==> src/rtl/fetch_unit.sv <==
// Instruction-fetch front end: owns the PC, registers the ROM word into IF/ID
// with a valid/ready handshake, handles redirects and latches the first fetch fault.
//
// state   | meaning
// --------+------------------------------------------------------------
// S_RUN   | fetching; redirects, stalls and handshake honoured
// S_FAULT | bad target or PC seen; everything frozen until reset
module fetch_unit #(
  parameter logic [31:0] RESET_PC  = 32'h0000_0000,
  parameter int unsigned ROM_DEPTH = 100
) (
  input  logic        CLK,
  input  logic        RST,
  input  logic [31:0] Instr,
  input  logic        Stall,
  input  logic        Branch_Taken,
  input  logic [31:0] Branch_Target,
  input  logic        Jump,
  input  logic [31:0] Jump_Target,
  input  logic        ID_Ready,
  output logic [31:0] PC,
  output logic        IF_Valid,
  output logic [31:0] IF_Instr,
  output logic [31:0] IF_PC,
  output logic [31:0] IF_PCPlus4,
  output logic        Fault,
  output logic [1:0]  Fault_Cause,
  output logic [31:0] Fault_PC,
  output logic [31:0] Fetch_Count
);

  typedef enum logic {S_RUN, S_FAULT} state_t;

  localparam logic [1:0] CAUSE_NONE      = 2'b00;
  localparam logic [1:0] CAUSE_MISALIGN  = 2'b01;
  localparam logic [1:0] CAUSE_RANGE     = 2'b10;

  state_t      state_q;
  logic [31:0] pc_q;
  logic        if_valid_q;
  logic [31:0] if_instr_q;
  logic [31:0] if_pc_q;
  logic [31:0] if_pc_plus4_q;
  logic        fault_q;
  logic [1:0]  fault_cause_q;
  logic [31:0] fault_pc_q;
  logic [31:0] fetch_count_q;

  logic        consume;
  logic        advance;
  logic        redirect;
  logic [31:0] target;
  logic [31:0] pc_word;
  logic        out_of_range;
  logic [31:0] pc_plus4_d;
  logic [31:0] fetch_count_d;

  always_comb begin
    consume       = if_valid_q & ID_Ready;
    advance       = ~Stall & (~if_valid_q | ID_Ready);
    redirect      = Jump | Branch_Taken;
    target        = Jump ? Jump_Target : Branch_Target;
    pc_word       = {2'b00, pc_q[31:2]};
    out_of_range  = (pc_word >= ROM_DEPTH);
    pc_plus4_d    = pc_q + 32'd4;
    fetch_count_d = fetch_count_q + 32'd1;
  end

  always_ff @(posedge CLK) begin
    if (RST) begin
      state_q       <= S_RUN;
      pc_q          <= RESET_PC;
      if_valid_q    <= 1'b0;
      if_instr_q    <= 32'd0;
      if_pc_q       <= 32'd0;
      if_pc_plus4_q <= 32'd0;
      fault_q       <= 1'b0;
      fault_cause_q <= CAUSE_NONE;
      fault_pc_q    <= 32'd0;
      fetch_count_q <= 32'd0;
    end else begin
      case (state_q)
        S_RUN: begin
          if (redirect) begin
            // a redirect flushes IF/ID even while stalled or waiting on decode
            if_valid_q <= 1'b0;
            if (target[1:0] != 2'b00) begin
              state_q       <= S_FAULT;
              fault_q       <= 1'b1;
              fault_cause_q <= CAUSE_MISALIGN;
              fault_pc_q    <= target;
            end else begin
              pc_q <= target;
            end
          end else if (advance && out_of_range) begin
            state_q       <= S_FAULT;
            fault_q       <= 1'b1;
            fault_cause_q <= CAUSE_RANGE;
            fault_pc_q    <= pc_q;
            if (consume) if_valid_q <= 1'b0;
          end else if (advance) begin
            if_instr_q    <= Instr;
            if_pc_q       <= pc_q;
            if_pc_plus4_q <= pc_plus4_d;
            if_valid_q    <= 1'b1;
            pc_q          <= pc_plus4_d;
            fetch_count_q <= fetch_count_d;
          end else if (consume) begin
            if_valid_q <= 1'b0;
          end
        end
        default: begin
          if_valid_q <= 1'b0;
        end
      endcase
    end
  end

  assign PC          = pc_q;
  assign IF_Valid    = if_valid_q;
  assign IF_Instr    = if_instr_q;
  assign IF_PC       = if_pc_q;
  assign IF_PCPlus4  = if_pc_plus4_q;
  assign Fault       = fault_q;
  assign Fault_Cause = fault_cause_q;
  assign Fault_PC    = fault_pc_q;
  assign Fetch_Count = fetch_count_q;

endmodule

==> config.mk <==
export PLATFORM = sky130hd
export DESIGN_NAME = fetch_unit
export DESIGN_NICKNAME = d
export VERILOG_FILES = /design/src/rtl/fetch_unit.sv
export SDC_FILE = /design/constraint.sdc
export NUM_CORES = 1
export LEC_CHECK = 0
export CAP_MARGIN = 20
export CORE_ASPECT_RATIO = 1.75
export CORE_UTILIZATION = 49
export CTS_CLUSTER_SIZE = 8
export DETAILED_ROUTE_END_ITERATION = 10
export PLACE_DENSITY_LB_ADDON = 0.05
export SLEW_MARGIN = 10
export SYNTH_ARGS = -nofsm -noshare
export SYNTH_HDL_FRONTEND = slang
export SYNTH_SLANG_ARGS = --single-unit
==> constraint.sdc <==
create_clock -name CLK -period 2.9 [get_ports CLK]
set_input_delay 0.29 -clock CLK [delete_from_list [all_inputs] [get_ports CLK]]
set_output_delay 0.29 -clock CLK [all_outputs]
set_load 0.02 [all_outputs]
== Word-level counts from Yosys, hierarchy flattened ==
Cells that the tools add are included.
Storage, ports and cells
  register bits after elaboration: 197
  bits of input ports: 102
Cells by class
  $add $sub $neg: 2
  magnitude comparators: 1
  eq/ne operators: 3
  muxes and demuxes: 21
  bitwise operators: 9
  reduce and logical (&&, ||, !) cells: 8
Operators by type and width (number)
  2-to-1 mux 32 bit: 8
  adder 32 x 1 -> 32 bit (second input constant): 1
  adder 32 x 3 -> 32 bit (second input constant): 1
  greater-or-equal comparator 30 x 7 -> 1 bit (second input constant): 1
  2-to-1 mux 1 bit: 10
  AND reduction 4 bit: 2
  2-to-1 mux 2 bit: 3
  nonzero test 2 bit: 3
  inverter 1 bit: 5
  inequality test 2 bit (second input constant): 2
  AND reduction 3 bit: 1
  OR reduction 3 bit: 1
  bitwise AND 1 bit: 2
  inequality test 2 x 1 -> 1 bit (second input constant): 1
  bitwise OR 1 bit: 2
  logical AND 1 bit: 1

== Depth between registers and ports, before layout ==
  depth after elaboration: 7
  depth in mapped cells: 8
  mapped depth without buffers: 6

== Worst setup path after synthesis ==
OpenSTA, ideal clock, no wires.
  path type: register -> register
  from: register pc_q[4], in the netlist PC[4]
  to: register fetch_count_q[28], in the netlist Fetch_Count[28]
  setup time: 0.070 ns
  arrival: 1.958 ns
  required time: 2.830 ns
  setup slack: 0.872 ns
  cell stages (with the launch flop): 8
  path buffers: 2
  cells stage by stage: dfxtp_1 buf_2 nor3_1 o211a_2 nand3_4 buf_6 or4_1 a21oi_1
On the way
  longest elaborated chain between the ends: 4
Ends and longest elaborated chain
  start: declaration: line 39  | logic [31:0] pc_q;
  start signal: assignment: line 93  | pc_q <= target;
  start signal: assignment: line 106  | pc_q <= pc_plus4_d;
  greater-or-equal comparator 30 x 7 -> 1 bit: line 64  | out_of_range = (pc_word >= ROM_DEPTH);
  logical AND 1 bit: line 95  | end else if (advance && out_of_range) begin
  inverter 1 bit (no line)
  AND reduction 4 bit (no line)
  end signal: assignment: line 107  | fetch_count_q <= fetch_count_d;
  end: declaration: line 47  | logic [31:0] fetch_count_q;
Every way passes these cells.
A chain may end at the register's enable or synchronous reset.

== Final worst setup path ==
  from: register pc_q[23], in the netlist PC[23]
  to: register fetch_count_q[20], in the netlist Fetch_Count[20]
Same word-level chain as after synthesis.

==> reports/summary.md <==
Drt
* **detailed router's first-iteration violation count** 491
* **vias per cell** 5.70
* **sum of routed wire length over all layers** 26.8 mm
* **Wirelength per Cell** 18.0 um
* **length of routed met3 wiring** 1.95 mm
* **residual DRC count** 0
* **detailed route wirelength on metal2** 13.4 mm
* **wire length on met1** 10.1 mm
* **top routing layer in use** met4
* **post-route ant nets** 0
* **Detailed Routing Iterations Pass 1** 5
* **routed vias** 8,485

Clocking
* **number of hold-repair buffers added at the cts stage** 0
* **Root Buffer Master** clkbuf_16
* **number of sinks driven by the clock tree** 195
* **post-CTS setup-driven buffer insertion count** 0
* **Skew-Pair Late Insertion Delay** 440 ps
* **clock tree from TritonCTS** yes
* **CTS Buffer Depth** 2
* **number of clock buffers inserted by TritonCTS** 17
* **level count of the clock H-tree** 4
* **CTS-repair resized insts** 0
* **CTS clk-pin slew, worst paths** 70 ps

Synth
* **synthesis-stage register bit count** 195
* **cells after synthesis** 985
* **leading register cell type out of synthesis** dfxtp_1
* **Syn. warnings** 0
* **sequential element share of the synthesized area** 47.0%
* **Cell variety after synth** 66
* **Post-Synthesis Net Count** 1,090
* **summed instance area of the synthesized netlist** 8310 um2
* **number of synthesized flops with an enable pin** 0
* **Syn Area/Cell** 8.44 um2
* **proportion of register bits with asynchronous set or reset after synthesis** 0%

Timing
* **final hold vios** 0
* **setup total negative slack** 0 ps
* **maximum clock rate** 401 MHz
* **setup clock skew after layout** 10.7 ps
* **crit path setup slack, layout** 406 ps
* **setup repair after global routing missed its margin** no
* **minimum clock period** 2490 ps
* **final worst path period share** 86.0%
* **final number of setup-violating endpoints** 0
* **number of max-slew violations in the final report** 0
* **Worst Tran Pin Value** 923 ps
* **tightest hold margin** 231 ps
* **worst slew slack as a fraction of its limit** 38.2%

Worst hold path
* **Min-Delay Endpoint** Fetch_Count[10]$_SDFFE_PP0P_
* **Cells on Worst Hold Path** 2
* **type of the most critical hold path** in2reg
* **hold path startpoint** RST

GRT
* **number of antenna violations at the first check in global routing** 0
* **total global routing overflow** 0
* **global-route wire length before repair** 41.4 mm
* **largest net degree at the start of global routing** 123
* **vias in the first global route** 8,125
* **GR Util All Layers** 30.3%

Final layout
* **count of inserted antenna diode cells** 0
* **fraction of layout instances using a drive strength above 1** 7.67%
* **# nets final** 1,356
* **count of non-filler cells in the finished layout** 1,488
* **growth of design area from synthesis to finish** 45.1%
* **post-route cell area** 12,100 um2
* **number of filler instances in the final layout** 1,371
* **fin util** 73.0%

Die
* **width of the die** 100 um
* **placement row count** 62
* **core area** 16,500 um2
* **effective utilization at floorplan** 50.3%
* **ports placed on the boundary** 298
* **area enclosed by the die boundary** 17,500 um2
* **Vert. Die Dim** 174 um

Worst setup path
* **worst setup slack for register-to-register paths** 410 ps
* **Critical Setup Path Class** reg2reg
* **nature of the critical path startpoint** register
* **cell depth of the worst flop-to-flop path** 5
* **arrival time reported for the critical path endpoint** 2860 ps
* **RR Endpoint** Fetch_Count[20]$_SDFFE_PP0P_
* **kind of end point of the critical path** register
* **worst-path maximum fanout** 19
* **worst r2r src** PC[23]$_SDFFE_PP0P_
* **required time at the endpoint of the critical path** 3270 ps

Power
* **leakage power** 4.35 nW
* **Worst VDD drop** 0.000476 V
* **power density normalized to cell area** 513 nW/um2
* **overall power of the completed layout** 6.19 mW

Placement
* **Setup WS pre-CTS** 259 ps
* **count of port buffers added during placement** 297
* **Placed Instances** 1,456
* **estimated wirelength of the detail-placed design** 18.8 mm
* **final weighted congestion in routability-driven placement** 0.916
* **dpl cell area** 11,500 um2

Run status
* **outcome** finished, final reports clean

Run
* **max-cap check violation count** 0

cell usage after synthesis (7+ instances only):
master	n	area share (%)
o31ai_1	25	2.3
a21oi_1	122	7.3
o22ai_1	8	0.60
nand3_1	34	2.0
xnor2_1	7	0.74
a211oi_1	12	1.1
o21ai_0	29	1.7
buf_2	16	0.96
nand2b_1	8	0.60
o21a_1	9	0.81
o221ai_1	11	1.2
o41ai_1	8	0.84
clkbuf_1	53	2.4
nand2_1	170	7.7
nand4_1	24	1.8
mux2_2	14	1.9
inv_1	14	0.63
mux2i_1	9	1.1
nor3_1	10	0.60
dfxtp_1	195	47
or4_1	14	1.3
and3_1	51	3.8
nor2_1	50	2.3
power by group:
part | internal, mW | switching (mW) | total [mW]
sequential | 2.76 | 0.0738 | 2.83
clock | 1.31 | 1.07 | 2.38
combinational | 0.433 | 0.544 | 0.977
metal layers:
layer  vias to the layer above  GRT usage [%]
met4                         0           18.2
li1                       4067              -
met1                      3933           33.7
met2                       403           51.8
met5                         -              0
met3                        82           7.00
worst max-delay path, cell delays in order, from the launching register on:
cell,delay (ps)
dfxtp_1,350
nor4_2,430
and4_1,460
nand4_2,420
or4b_1,620
a21oi_1,150
how the worst max path moves through the flow:
| stage | from | end | slack (ps) |
|---|---|---|---|
| 4_1_cts | PC[23]$_SDFFE_PP0P_ | Fetch_Count[20]$_SDFFE_PP0P_ | 450 |
| 2_1_floorplan | PC[4]$_SDFFE_PP0P_ | Fetch_Count[28]$_SDFFE_PP0P_ | 870 |
| 6_report | PC[23]$_SDFFE_PP0P_ | Fetch_Count[20]$_SDFFE_PP0P_ | 410 |
| 3_3_place_gp | Branch_Taken | Fetch_Count[20]$_SDFFE_PP0P_ | 360 |
| 3_5_place_dp | Branch_Taken | Fetch_Count[20]$_SDFFE_PP0P_ | 260 |
| 5_1_grt | PC[23]$_SDFFE_PP0P_ | Fetch_Count[16]$_SDFFE_PP0P_ | 350 |
sequential cells by signal (all words and copies together), names as in the netlist, 2 cells and up:
register / cells
IF_Instr: 32
IF_PCPlus4: 30
IF_PC: 32
PC: 32
Fault_Cause: 2
Fault_PC: 32
Fetch_Count: 32
area by class of cell:
type	instances	area, um2	share of cell area, %
Multi-Input combinational cell	697	4030	33.4
Clock buffer	19	443	3.67
Tap cell	224	280	2.32
Sequential cell	195	3900	32.4
Inverter	15	56.3	0.467
Timing Repair Buffer	325	3200	26.5
Clock inverter	13	148	1.22
placed cells by master (no fill, tap or decap), types with 4 or more instances in the layout:
cell type,n
xnor2_1,7
inv_6,5
clkdlybuf4s50_1,295
inv_1,14
a211oi_1,12
nor3_1,10
a21o_1,4
dfxtp_1,195
o21a_1,9
nand2b_1,8
or3_1,6
mux2_2,14
buf_4,27
nor2b_1,4
mux2i_1,9
o21ai_1,4
clkbuf_16,17
nand4_1,24
and2_1,6
nand3_1,34
o21ai_0,29
nor2_1,49
o41ai_1,8
or4_1,14
a31oi_1,4
a21oi_1,121
and3_1,51
nor4_2,4
nand2_1,170
o221ai_1,11
and4_1,4
o22ai_1,8
o31ai_1,25
cells by family (layout without fill, tap and decap cells):
logic type                 Yosys count  count (layout)  share of synthesized area (%)
DFF                                195             195                           47.0
xor gates and xnor gates             8               8                          0.843
AOI/OAI and AO/OA                  257             257                           19.1
and+or+nand+nor                    406             406                           24.9
adders and majority gates            3               3                          0.452
muxes                               23              23                           2.98
buffers and inverters               93             372                           4.77
No activity file was read; power rests on OpenSTA's default activity.
==> RTL change: new RTL, same flow settings <==
Register the input `Branch_Target` before use, with the module's reset. The logic sees it one clock later. The other inputs are not delayed to match.
--- a/src/rtl/fetch_unit.sv
+++ b/src/rtl/fetch_unit.sv
@@ -36,4 +36,14 @@
   localparam logic [1:0] CAUSE_RANGE     = 2'b10;
 
+  logic [31:0] Branch_Target_q;
+
+  always_ff @(posedge CLK) begin
+    if (RST) begin
+      Branch_Target_q <= '0;
+    end else begin
+      Branch_Target_q <= Branch_Target;
+    end
+  end
+
   state_t      state_q;
   logic [31:0] pc_q;
@@ -60,5 +70,5 @@
     advance       = ~Stall & (~if_valid_q | ID_Ready);
     redirect      = Jump | Branch_Taken;
-    target        = Jump ? Jump_Target : Branch_Target;
+    target        = Jump ? Jump_Target : Branch_Target_q;
     pc_word       = {2'b00, pc_q[31:2]};
     out_of_range  = (pc_word >= ROM_DEPTH);
Function: changed (a bounded check fails within 4 cycles, from zero or initial values and one cycle with RST high).
==> RTL change against the original RTL <==
  * Synthesized cell count down 0.41%
  * Wire length shrank 0.31%
  * Largest cell class is now flip-flops and latches
  * Total power increased by 24%
  * Sequential cell count increased by 32
  * Area after synthesis increased by 6.2%
  * Final area is 6.5% higher
  * Worst setup slack got worse by 0.16 ns
  * Global-route usage down 1.7 points
  * Critical path type unchanged
==> RTL change: results <==
power:
  peakVddDrop_mv: 0.440
routing:
  wl_met2_um: 13600
  met3_length_um: 2150
  via_count: 8334
  wire_per_inst_um: 18.0
  drt-met1-wl_um: 9920
clock_network:
  htreeDepth: 2
  cts_buffers: 34
  cts_buffer_depth: 3
synth:
  synth_top_cells_by_count: "227 x dfxtp_1, 137 x nand2_1, 113 x a21oi_1, 54 x and3_1, 53 x clkbuf_1"
  yosys-top-cells-area: "dfxtp_1 51%, a21oi_1 6.4%, nand2_1 5.8%"
  synth_nets: 1086
  synth_cell_types: 56
worst_setup_path:
  cp.arrival_ns: 3.02
  crit_path_max_incr_delay_ns: 0.48
  ff2ff_path_depth: 6
  r2r-end: "IF_PC[29]"
  critPathMaxFanout: 70
  crit_slowest_cell: "nor4_1"
placed_design:
  hpwl_um: 18300
  finalWeightedCongestion: 0.828
global_routing:
  grtUsageMet1: 0.309
  grt_pass1_vias: 8133
  gr-usage-met3: 0.0844
  grt_first_pass_wirelength_um: 42000
  use_met2: 0.500
finish:
  final_nets: 1360
  layout-drive-gt1-share: 0.0709
  fillers: 1324
sta:
  slew_headroom: 0.492
run_status:
  status: "completed"
hold_path:
  holdPathEnd: "Branch_Target_q[1]"
-- RTL change: area by class of cell --
type / instances / area, um2 / share of cell area
clock buffer: 35 / 876 / 0.0682
clock inverter: 2 / 16.3 / 0.00127
antenna: 1 / 2.50 / 0.000195
inverter: 17 / 63.8 / 0.00497
timing repair buffer: 322 / 3190 / 0.248
sequential: 227 / 4540 / 0.354
tap: 231 / 289 / 0.0225
multi-input combinational: 653 / 3860 / 0.301
-- RTL change: worst max-delay path by stage --
stage            from              end  slack, ns  cells past startpoint
3_3_place_gp   PC[13]    IF_PCPlus4[2]       0.35                      7
5_1_grt        PC[13]  Fetch_Count[13]       0.02                      6
3_5_place_dp   PC[13]  Fetch_Count[13]       0.29                      6
6_report       PC[13]        IF_PC[29]       0.24                      6
4_1_cts        PC[13]    IF_PCPlus4[2]       0.27                      7
2_1_floorplan   PC[5]  Fetch_Count[27]       0.86                      8
-- RTL change: metrics by stage --
step	instances	setup slack (ns)	total power [mW]
2_1_floorplan	981	0.858	3.87
3_3_place_gp	1450	0.350	4.33
3_5_place_dp	1450	0.287	4.34
4_1_cts	1487	0.267	7.73
5_1_grt	1488	0.0238	7.95
6_report	1488	0.242	7.66
-- RTL change: power breakdown --
part | internal [mW] | switching, mW
Sequential | 3.24 | 0.0863
Combinational | 0.444 | 0.513
Clock | 2.11 | 1.26
Total | 5.80 | 1.86
-- RTL change: cells by family (layout without fill, tap and decap cells) --
logic type	after synthesis	in the layout	synth area share
AO/OA/AOI/OAI	253	253	0.187
XOR/XNOR	9	9	0.00893
adder cells (fa/ha/maj)	3	3	0.00425
buffers and inverters	101	376	0.0500
flip-flops	227	227	0.515
multiplexers	4	4	0.00454
other	0	1	0
AND/OR/NAND/NOR	384	384	0.230
